$ cat src/rtl/dmem_arbiter.sv
// Purpose : single-port data-memory arbiter/sequencer shared by the CPU MEM stage and the IP data port.
// Latency : request-to-done WAIT_CYC+1 cycles; one IDLE cycle between accesses (WAIT_CYC+2 per access).
// Backpr. : requests are levels held until done; cpu_stall holds the MEM stage, ip_grant shows IP ownership.
// Option  : define DMEM_ARB_RR_EN for round-robin tie-breaking; otherwise the CPU always wins ties.
module dmem_arbiter #(
   parameter int ADDR_W   = 20,
   parameter int DATA_W   = 32,
   parameter int WAIT_CYC = 2
) (
   input  logic              clk,
   input  logic              rst,
   input  logic              cpu_req,
   input  logic              cpu_rw,
   input  logic [ADDR_W-1:0] cpu_addr,
   input  logic [DATA_W-1:0] cpu_wdata,
   output logic [DATA_W-1:0] cpu_rdata,
   output logic              cpu_done,
   output logic              cpu_stall,
   input  logic              ip_req,
   input  logic              ip_rw,
   input  logic [ADDR_W-1:0] ip_addr,
   input  logic [DATA_W-1:0] ip_wdata,
   output logic [DATA_W-1:0] ip_rdata,
   output logic              ip_done,
   output logic              ip_grant,
   output logic              mem_ena,
   output logic              mem_rw,
   output logic [ADDR_W-1:0] mem_addr,
   output logic [DATA_W-1:0] mem_wdata,
   input  logic [DATA_W-1:0] mem_rdata
);

   typedef enum logic [1:0] {IDLE, ACCESS, RESP} state_t;

   state_t     state, state_nxt;
   logic [3:0] cnt, cnt_nxt;
   logic       owner;     // 0 = CPU, 1 = IP
   logic       load;      // latch a new request this edge
   logic       fin;       // last ACCESS cycle: close the window this edge
   logic       pick_ip;   // winner of the current arbitration

`ifdef DMEM_ARB_RR_EN
   logic last_ip;         // owner of the most recent grant

   // Remember who was granted last so the other side wins the next tie.
   always_ff @(posedge clk or posedge rst) begin
      if (rst)       last_ip <= 1'b1;
      else if (load) last_ip <= pick_ip;
   end

   // On a tie, the side that did not get the last grant goes first.
   always_comb begin
      pick_ip = ip_req & (~cpu_req | ~last_ip);
   end
`else
   // Fixed priority: CPU wins every tie.
   always_comb begin
      pick_ip = ip_req & ~cpu_req;
   end
`endif

   // State and wait-counter registers.
   always_ff @(posedge clk or posedge rst) begin
      if (rst) begin
         state <= IDLE;
         cnt   <= 4'd0;
      end else begin
         state <= state_nxt;
         cnt   <= cnt_nxt;
      end
   end

   // Next-state logic; the counter runs WAIT_CYC-1 down to 0 across the ACCESS window.
   always_comb begin
      state_nxt = state;
      cnt_nxt   = cnt;
      load      = 1'b0;
      fin       = 1'b0;
      case (state)
         IDLE: begin
            if (cpu_req | ip_req) begin
               load      = 1'b1;
               cnt_nxt   = 4'(WAIT_CYC - 1);
               state_nxt = ACCESS;
            end
         end
         ACCESS: begin
            if (cnt == 4'd0) begin
               fin       = 1'b1;
               state_nxt = RESP;
            end else begin
               cnt_nxt = cnt - 4'd1;
            end
         end
         RESP: begin
            state_nxt = IDLE;
         end
         default: begin
            state_nxt = IDLE;
         end
      endcase
   end

   // Latch the winner's request at grant; drop the strobes and capture read data at window end.
   always_ff @(posedge clk or posedge rst) begin
      if (rst) begin
         owner     <= 1'b0;
         mem_ena   <= 1'b0;
         mem_rw    <= 1'b0;
         mem_addr  <= '0;
         mem_wdata <= '0;
         cpu_rdata <= '0;
         ip_rdata  <= '0;
      end else if (load) begin
         owner     <= pick_ip;
         mem_ena   <= 1'b1;
         mem_rw    <= pick_ip ? ip_rw    : cpu_rw;
         mem_addr  <= pick_ip ? ip_addr  : cpu_addr;
         mem_wdata <= pick_ip ? ip_wdata : cpu_wdata;
      end else if (fin) begin
         mem_ena <= 1'b0;
         mem_rw  <= 1'b0;
         if (!mem_rw) begin
            if (owner) ip_rdata  <= mem_rdata;
            else       cpu_rdata <= mem_rdata;
         end
      end
   end

   // Done pulses and grant decode straight from state, so reset clears them immediately.
   always_comb begin
      cpu_done  = (state == RESP) & ~owner;
      ip_done   = (state == RESP) &  owner;
      ip_grant  = (state != IDLE) &  owner;
      cpu_stall = cpu_req & ~cpu_done;
   end

endmodule
$ cat config.mk
export PLATFORM = sky130hd
export DESIGN_NAME = dmem_arbiter
export DESIGN_NICKNAME = d
export VERILOG_FILES = /design/src/rtl/dmem_arbiter.sv
export SDC_FILE = /design/constraint.sdc
export NUM_CORES = 1
export LEC_CHECK = 0
export CAP_MARGIN = 20
export CORE_ASPECT_RATIO = 1.4
export CORE_UTILIZATION = 41
export DETAILED_ROUTE_END_ITERATION = 16
export DONT_BUFFER_PORTS = 1
export PLACE_DENSITY_LB_ADDON = 0.05
export SYNTH_ARGS = -nofsm -noshare
export SYNTH_HDL_FRONTEND = slang
export SYNTH_SLANG_ARGS = --single-unit
$ cat constraint.sdc
create_clock -name clk -period 4.15 [get_ports clk]
set_clock_uncertainty 0.1 [all_clocks]
set_input_delay 0.415 -clock clk [delete_from_list [all_inputs] [get_ports clk]]
set_output_delay 0.415 -clock clk [all_outputs]
set_load 0.02 [all_outputs]
; Yosys cells after proc, flatten, opt, wreduce, memory -nomap -nowiden
; Index checks and enable logic that the tools add are counted.
[word_totals]
reg_bits = 125
output_inout_bits = 122
word_cells = 51
[classes]
add_sub_neg = 1
n_eq_ne = 5
muxes = 16
bitwise_logic = 11
reduce_logical = 9
[op_table]
columns = cell, count
row1 = 2-to-1 mux 32 bit, 1
row2 = 2-to-1 mux 20 bit, 1
row3 = 2-to-1 mux 1 bit, 8
row4 = 2-to-1 mux 4 bit, 2
row5 = case mux 4 bit (2 select lines), 1
row6 = AND reduction 4 bit, 2
row7 = "!= test 2 bit, second input constant", 3
row8 = nonzero test 2 bit, 3
row9 = AND 1 bit, 5
row10 = inverter 1 bit, 5
row11 = zero test 4 bit, 1
row12 = 2-to-1 mux 2 bit, 2
row13 = case mux 2 bit (2 select lines), 1
row14 = "subtractor 4 x 1 -> 4 bit, second input constant", 1
row15 = AND reduction 3 bit, 1
row16 = "== test 2 x 1 -> 1 bit, second input constant", 1
row17 = "== test 2 bit, second input constant", 1
row18 = zero test 2 bit, 1
row19 = AND reduction 2 bit, 1
row20 = bitwise OR 1 bit, 1

; Logic depth before layout (Yosys ltp)
; Gate-level depths: netlist of run 1.
[logic_depth]
word_depth = 5
depth_mapped = 6

; Worst setup path before layout of run 1
; No wires, ideal clock.
[synth_timing]
kind = register to register
start = register cnt[0]
end = register ip_rdata[0]
arrival_time_ns = 1.585
setup_slack_ns = 2.337
path_stages_with_launch = 7
path_buffers = 1
period_less_slack_ns = 1.813
cell_sequence = dfrtp_1 > inv_1 > ha_1 > nor3b_4 > nand4b_2 > buf_2 > mux2_1
[synth_between]
elab_chain_len = 4
[synth_lines]
columns = element, line_no
row1 = start: declaration, 36  ; logic [3:0] cnt, cnt_nxt;
row2 = start signal: assignment, 69  ; cnt <= cnt_nxt;
row3 = zero test 4 bit, 88  ; if (cnt == 4'd0) begin
row4 = 2-to-1 mux 1 bit, 88
row5 = 2-to-1 mux 1 bit, 79  ; case (state)
row6 = AND reduction 4 bit (no source line), --
row7 = end signal: assignment, 124  ; if (owner) ip_rdata <= mem_rdata;
row8 = end: declaration, 23  ; output logic [DATA_W-1:0] ip_rdata,
; Every way passes these cells.
; A chain may end at the register's enable or synchronous reset.

; Worst setup path in the final report of run 1
[layout_timing]
start = register cnt[1]
end = register cpu_rdata[0]
[layout_between]
elab_chain_len = 4
[layout_lines]
columns = element, line_no
row1 = zero test 4 bit, 88
row2 = 2-to-1 mux 1 bit, 88
row3 = 2-to-1 mux 1 bit, 79
row4 = AND reduction 4 bit (no source line), --
row5 = end signal: assignment, 125  ; else cpu_rdata <= mem_rdata;
row6 = end: declaration, 16  ; output logic [DATA_W-1:0] cpu_rdata,
; Every way passes these cells.

==> key figures, run 1 <==
Run status
  • Status: finished with violations
  • Failing checks: design-rule violations

Clock network
  • Post-CTS setup buffers: 0
  • CTS hold repair buffers: 2
  • Sink Count: 125
  • H-tree depth: 4
  • Resized Gates After CTS: 0
  • TritonCTS buffer count: 17
  • Worst-skew pair later-pin latency: 0.40 ns
  • Root buffer selected by CTS: clkbuf_16
  • Clock buffer depth: 2
  • CTS tree: done
  • Clock-pin slew on the worst setup and hold paths: 0.06 ns

Synth
  • Avg Cell Area, Syn: 12.7 sq um
  • Synth cell count leaders: 125 x dfrtp_1, 107 x a21oi_1, 56 x mux2i_1
  • Main synth FF type: dfrtp_1
  • Syn_nets: 562
  • Register area share after synthesis: around three fifths
  • Cell accounting for the most synthesized area: dfrtp_1
  • Most common cell in the netlist: dfrtp_1
  • Post-synth EDFFs: 0
  • Mapped Area: 0.00532 sq mm
  • Top-area cell type share of the netlist area: a little under 60%
  • YS warnings: 0
  • Synth unique cells: 28
  • Synth async-reset ratio: 100%
  • Cell count after synthesis: 419
  • Top cells by area, synth: dfrtp_1 59%, mux2i_1 11%, a21oi_1 10%
  • Synthesized flop and latch total: 125

Power
  • Pleak: between 2 and 3 nW
  • Max IR drop VDD: between 0.0003 and 0.0004 V
  • Pwr/cell area: 954 mW/mm^2

Critical path
  • Crit end category: register
  • Critical path arrival: 2.67 ns
  • Crit Path Category: reg2reg
  • Critical-path cell list: inv_1, ha_1, nor3b_4, nand3_2, mux2_2
  • Highest-delay cell along the critical path: nand3_2
  • Startpoint types: register
  • Worst Path Required: 4.33 ns
  • Crit-path max FO: 32
  • Slowest stage delay, CP: 0.73 ns
  • Delay-heaviest family, CP: simple AND/OR/NAND/NOR gates
  • Worst path bufs/invs: 1

Floorplan
  • Placeable core region: 0.0125 sq mm
  • Vert. Die Dim: 137 um
  • DIE WIDTH: 98.3 um
  • Initial Utilization: between 40 and 50%
  • Row Count: 48
  • Die ar.: 0.0134 sq mm
  • Num ports: 264

STA
  • Period minus WS final: 2.49 ns
  • Final setup fails: 0
  • Max_slew headroom: 28.5%
  • Fmax: 402 MHz
  • Final worst setup slack: 1.66 ns
  • Slew @ Worst Pin: 1.07 ns
  • RSZ-0062 raised after global routing: no
  • Fin crit share: 59.9%
  • Final Hold Vio Count: 0
  • Fin Setup TNS: 0 ns
  • Slew Limit Fails: 0

Route
  • DRC Markers: 14
  • Wire per inst: 20.4 um
  • Total number of vias: 3298
  • DRT Wirelength: 11.8 mm
  • Pre-antenna DRT Iters: 10
  • Met1 WL: 4.34 mm
  • Routed length on met2: between 6 and 7 mm
  • ANT nets after route: 0
  • Vias per cell: 5.72
  • DR top layer: met4
  • WL met3: 1.13 mm
  • 1st-iter DRT viols: ~150

Job
  • Max Cap Viol: 0

GRT
  • Overflow after GRT: 0
  • Pin count of the biggest net entering global routing: 67
  • Vias in the first global route: 3446
  • First-pass GRT wire length: 18.2 mm
  • Antenna violations before repair: 0
  • Total GRT Usage: 17.7%

Hold path
  • Hold Path Class: in2reg

Layout
  • Number of nets in the layout: 557
  • Layout cells sized above 1: 18.0%
  • Finished Layout Cells: 577
  • N_diodes: 0
  • Fill count: 1137
  • Area Overhead vs Synth: 14.8%

Placed design
  • Placed cell count: 543
  • IO buf count: 0
  • Pre-CTS WS: approximately 1.5 ns
  • DP Wirelength: between 7 and 8 mm
  • GP Congestion: approximately 0.73
[final timing paths]
kind | from | end | slack [ns] | cells past startpoint
setup / recovery | cnt[1] | cpu_rdata[0] | 1.66 | 5
hold / removal | mem_rdata[22] | ip_rdata[22] | 0.04 | 1
hold reg to reg | cnt[0] | cnt[0] | 0.42 | 1
min in group asynchronous | rst | ip_rdata[15] | 0.55 | 2
max in group asynchronous | rst | mem_wdata[23] | 2.55 | 3
setup reg to reg | cnt[1] | cpu_rdata[0] | 1.66 | 5
[final cells by class]
class / instances / area, sq um / share of cell area (%)
clock inverter: 12 / 209 / 3.42
clock buffer: 20 / 447 / 7.31
timing repair buffer: 6 / 62.6 / 1.02
tap: 150 / 188 / 3.07
inverter: 5 / 21.3 / 0.348
sequential: 125 / 3130 / 51.2
multi-input combinational: 259 / 2050 / 33.6
[metrics by stage]
step,cell area (sq um),util (%),hold WS [ns],power [mW]
floorplan,5320,-,0.373,3.89
global placement,5430,43.5,0.392,4.21
detailed placement,5430,43.5,0.400,4.25
CTS,6110,48.9,0.0230,5.91
global route,6110,48.9,0.0158,6.18
finish,6110,48.9,0.0416,5.83
[layout by cell type (no fill, tap or decap), drive strengths merged]
cell type / synthesis / layout
dlygate4sd3: 0 / 2
inv: 5 / 7
o31ai: 1 / 1
o21ai: 5 / 5
bufinv: 0 / 5
a21oi: 107 / 107
and2: 1 / 1
nor3b: 3 / 3
buf: 22 / 4
nor2: 3 / 3
ha: 1 / 1
and3: 1 / 1
mux2: 64 / 64
dfrtp: 125 / 125
clkinvlp: 0 / 2
clkbuf: 8 / 20
nor3: 4 / 4
a31o: 1 / 1
or2: 1 / 1
mux2i: 56 / 56
clkinv: 0 / 3
nand2: 1 / 1
nand3: 2 / 2
nand3b: 1 / 1
nand4b: 1 / 1
nand2b: 1 / 1
o311ai: 1 / 1
nor2b: 4 / 4
[registers in the layout (all words and copies together) (netlist names)]
register and cells:
mem_rw 1, cnt 4, state 2, ip_rdata 32, mem_ena 1, mem_addr 20, owner 1, mem_wdata 32
cpu_rdata 32
[where the power goes]
group | leakage (nW) | switching (mW) | internal [mW]
clock network | 0.311 | 0.542 | 1.09
registers | 1.43 | 1.22 | 1.84
logic | 0.790 | 0.601 | 0.545
[logic make-up (layout without fill, tap and decap cells)]
| group | count (synthesis) | in the layout | share of synthesized area [%] |
|---|---|---|---|
| and+or+nand+nor | 23 | 23 | 2.94 |
| adders and majority gates | 1 | 1 | 0.235 |
| muxes | 120 | 120 | 24.1 |
| DFF | 125 | 125 | 58.8 |
| buffers and inverters | 35 | 43 | 2.92 |
| AOI/OAI and AO/OA | 115 | 115 | 11.0 |
[per-layer routing]
layer	up-vias	GRT usage [%]
met5	-	0
met4	0	5.22
met3	9	8.32
met2	159	31.3
met1	1630	18.9
li1	1500	-
(Power assumes the default switching activity.)
==> run 2: changes to the inputs <==
==> constraint.sdc (replaced) <==
create_clock -name clk -period 2.25 [get_ports clk]
set_clock_uncertainty 0.1 [all_clocks]
set_input_delay 0.225 -clock clk [delete_from_list [all_inputs] [get_ports clk]]
set_output_delay 0.225 -clock clk [all_outputs]
set_load 0.02 [all_outputs]
==> key figures, run 2 <==
Clock network
  • Root buffer selected by CTS: clkbuf_16 (unchanged)
  • Resized Gates After CTS: 0 (unchanged)
  • TritonCTS buffer count: 17 (unchanged)
  • Sink Count: 125 (unchanged)
  • H-tree depth: 4 (unchanged)
  • Post-CTS setup buffers: 0 (unchanged)
  • CTS hold repair buffers: 117 (was 2)
  • Clock buffer depth: 2 (unchanged)

Synth
  • Most common cell in the netlist: dfrtp_1 (unchanged)
  • YS warnings: 0 (unchanged)
  • Synth cell count leaders: 125 x dfrtp_1, 107 x a21oi_1, 56 x mux2i_1 (unchanged)
  • Synth unique cells: 28 (unchanged)
  • Post-synth EDFFs: 0 (unchanged)
  • Register area share after synthesis: 58.8% (unchanged)
  • Syn_nets: 562 (unchanged)
  • Top-area cell type share of the netlist area: 58.8% (unchanged)
  • Cell count after synthesis: 419 (unchanged)
  • Synthesized flop and latch total: 125 (unchanged)
  • Compound-gate portion of the synthesized area: 11.0% (unchanged)
  • Synth async-reset ratio: 100% (unchanged)
  • Mapped Area: 0.00532 sq mm (unchanged)
  • Avg Cell Area, Syn: 12.7 sq um (unchanged)
  • Mux share of post-synthesis cell area: 24.1% (unchanged)
  • Adder-cell share of the synthesized area: 0.235% (unchanged)
  • Cell accounting for the most synthesized area: dfrtp_1 (unchanged)
  • Synth Area in XOR/XNOR: 0% (unchanged)
  • Simple-Gate Fraction of Synth Area: 2.94% (unchanged)
  • Main synth FF type: dfrtp_1 (unchanged)
  • Largest family of logic cells by synthesized area: multiplexers (unchanged)
  • Top cells by area, synth: dfrtp_1 59%, mux2i_1 11%, a21oi_1 10% (unchanged)

Placed design
  • IO buf count: 0 (unchanged)
  • DP Wirelength: 7.93 mm (about the same)
  • GP Congestion: 0.746 (was 0.728)

Run status
  • Error: [ERROR RSZ-0060] Max buffer count reached.
  • Fail Step: clock tree synthesis (4_1_cts)
  • Status: stopped before the end (was finished with violations)

Floorplan
  • Num ports: 264 (unchanged)
  • Vert. Die Dim: 137 um (unchanged)
  • DIE WIDTH: 98.3 um (unchanged)
  • Initial Utilization: 42.6% (unchanged)
  • Row Count: 48 (unchanged)
[run 2: cell families after synthesis]
family	Yosys count
AND/OR/NAND/NOR	23
multiplexers	120
AO/OA/AOI/OAI	115
flip-flops	125
adder cells (fa/ha/maj)	1
buffers and inverters	35
[run 2: per-stage QoR]
stage | utilization (%) | instances | worst slack (ns) | cell area [sq um]
after detailed placement | 44.1 | 550 | 0.257 | 5510
after global placement | 44.1 | 550 | 0.336 | 5510
after floorplan | - | 419 | 0.386 | 5320
==> run 3: changes to the inputs <==
--- a/config.mk
+++ b/config.mk
@@ -6,11 +6,10 @@
 export NUM_CORES = 1
 export LEC_CHECK = 0
 export CAP_MARGIN = 20
-export CORE_ASPECT_RATIO = 1.4
-export CORE_UTILIZATION = 41
+export CORE_UTILIZATION = 26
 export DETAILED_ROUTE_END_ITERATION = 16
 export DONT_BUFFER_PORTS = 1
-export PLACE_DENSITY_LB_ADDON = 0.05
+export PLACE_DENSITY_LB_ADDON = 0.15
 export SYNTH_ARGS = -nofsm -noshare
 export SYNTH_HDL_FRONTEND = slang
 export SYNTH_SLANG_ARGS = --single-unit
==> constraint.sdc (replaced) <==
create_clock -name clk -period 2.9 [get_ports clk]
set_clock_uncertainty 0.1 [all_clocks]
set_input_delay 0.29 -clock clk [delete_from_list [all_inputs] [get_ports clk]]
set_output_delay 0.29 -clock clk [all_outputs]
set_load 0.02 [all_outputs]
==> key figures, run 3 (same netlist as run 1, synthesis figures left out) <==
STA
  • RSZ-0062 raised after global routing: no
  • Fmax: between 400 and 500 MHz
  • Slew @ Worst Pin: slightly above 0.6 ns
  • Fin crit share: between 70% and 80%
  • Final worst setup slack: 0.687 ns
  • Fin Setup TNS: 0 ns
  • Period minus WS final: between 2 and 2.5 ns
  • Final setup fails: 0
  • Slew Limit Fails: 0
  • Fin Hold WS: between 0.01 and 0.015 ns
  • Final Hold Vio Count: 0
  • Max_slew headroom: 59.4%

Layout
  • Fin area: around 0.0074 sq mm
  • Area Overhead vs Synth: 38.9%
  • Layout cells sized above 1: 15.6%
  • Commonest non-fill, non-tap cell in the layout: dfrtp_1
  • Storage cell area: 0.00313 sq mm
  • N_diodes: 0
  • Multi-input logic area: 0.00205 sq mm
  • Fill count: between 1500 and 2000
  • Largest registers in the final layout: cpu_rdata (32), ip_rdata (32), mem_wdata (32)
  • Number of nets in the layout: around 670
  • Most frequent cells in the layout: 125 x dfrtp_1, 113 x dlygate4sd3_1, 107 x a21oi_1, 56 x mux2i_1, 34 x mux2_2

Clock network
  • Root buffer selected by CTS: clkbuf_16 (unchanged)
  • TritonCTS buffer count: 17 (unchanged)
  • Worst-skew pair later-pin latency: 0.41 ns
  • H-tree depth: 4 (unchanged)
  • Clock buffer depth: 2 (unchanged)
  • CTS tree: done
  • Clock-pin slew on the worst setup and hold paths: 0.06 ns
  • Post-CTS setup buffers: 0 (unchanged)
  • Sink Count: 125 (unchanged)

Critical path
  • Crit Path Category: reg2out
  • Worst Path Required: around 2.5 ns
  • Critical Path Start: state[0]
  • Critical path arrival: 1.82 ns
  • Crit-path max FO: 57
  • Crit path to: ip_grant
  • R2R cell count: 5
  • Worst flop-to-flop path startpoint: state[0]
  • Worst R2R End: owner
  • Crit end category: output pin
  • Worst reg2reg setup slack: 0.78 ns
  • Startpoint types: register

GRT
  • Antenna violations before repair: 0
  • Vias in the first global route: 3953
  • Overflow after GRT: 0
  • Total GRT Usage: 13.8%
  • Pin count of the biggest net entering global routing: 78
  • First-pass GRT wire length: 22.7 mm

Floorplan
  • Vert. Die Dim: 145 um (was 137 um)
  • Row Count: 51 (was 48)
  • DIE WIDTH: 145 um (was 98.3 um)
  • Num ports: 264 (unchanged)
  • Initial Utilization: 26.9% (was 42.6%)
  • Die ar.: 0.0210 sq mm
  • Placeable core region: 0.0198 sq mm

Route
  • Total number of vias: 3812
  • Wire per inst: 17.5 um
  • Vias per cell: approximately 4.7
  • Pre-antenna DRT Iters: 4
  • DRT Wirelength: 14.2 mm
  • ANT nets after route: 0
  • 1st-iter DRT viols: between 100 and 150
  • DRC Markers: 0

Placed design
  • Pre-CTS WS: 0.887 ns (was 0.257 ns)
  • GP Congestion: 0.713 (was 0.746)
  • IO buf count: 0 (unchanged)
  • DP Wirelength: 8.99 mm (was 7.93 mm)
  • Placed Area: 0.00565 sq mm (was 0.00551 sq mm)

Power
  • Power, Total: 8.42 mW
  • Pwr/cell area: 1140 mW/mm^2
  • Pleak: 3.01 nW
  • Max IR drop VDD: roughly 0.00041 V

Run status
  • Status: complete, no violations (was stopped before the end)

Hold path
  • Hold wc startpoint: cpu_wdata[11]
  • Hold Path Class: in2reg

Job
  • Max Cap Viol: 0
run 3: timing repair:
item                                   in CTS  in global routing
hold buffers                              111                  2
endpoints found under the hold margin     232                  2
gates resized for setup                     0                  0
run 3: metrics by stage:
stage          cells  utilization [%]
2_1_floorplan    419                -
3_3_place_gp     664             28.5
3_5_place_dp     664             28.5
4_1_cts          807             37.3
5_1_grt          809             37.4
6_report         809             37.4
run 3: how the worst min path moves through the flow:
| stage | endpoint | slack (ns) | cells past startpoint |
|---|---|---|---|
| floorplan | owner | 0.28 | 1 |
| global placement | cpu_rdata[25] | 0.19 | 2 |
| detailed placement | ip_rdata[25] | 0.19 | 2 |
| CTS | mem_wdata[8] | 0.0004 | 2 |
| global route | mem_wdata[11] | -0.007 | 2 |
| finish | mem_wdata[11] | 0.01 | 2 |
run 3: layout make-up:
cell class / instances / area share [%]
clock buffer: 21 / 6.50
clock inverter: 11 / 1.78
inverter: 5 / 0.305
multi-input combinational: 259 / 27.8
sequential: 125 / 42.3
tap: 265 / 4.49
timing repair buffer: 123 / 16.8
run 3: power by group:
group | internal (mW) | total [mW] | switching, mW
sequential | 2.63 | 4.39 | 1.76
combinational | 0.926 | 1.86 | 0.937
clock | 1.37 | 2.17 | 0.803
run 3: routing by layer:
layer	GRT usage [%]	share of wire, %	wire length, um
met5	0	0	0
met4	5.21	1.4	204
met3	4.25	5.7	805
met2	25.0	55	7810
met1	15.0	38	5360
run 3: worst max-delay path: stages, from the launching register on:
cell and delay [ns]:
dfrtp_1 0.48, nor2_4 0.14, buf_4 0.50, nor2b_1 0.26
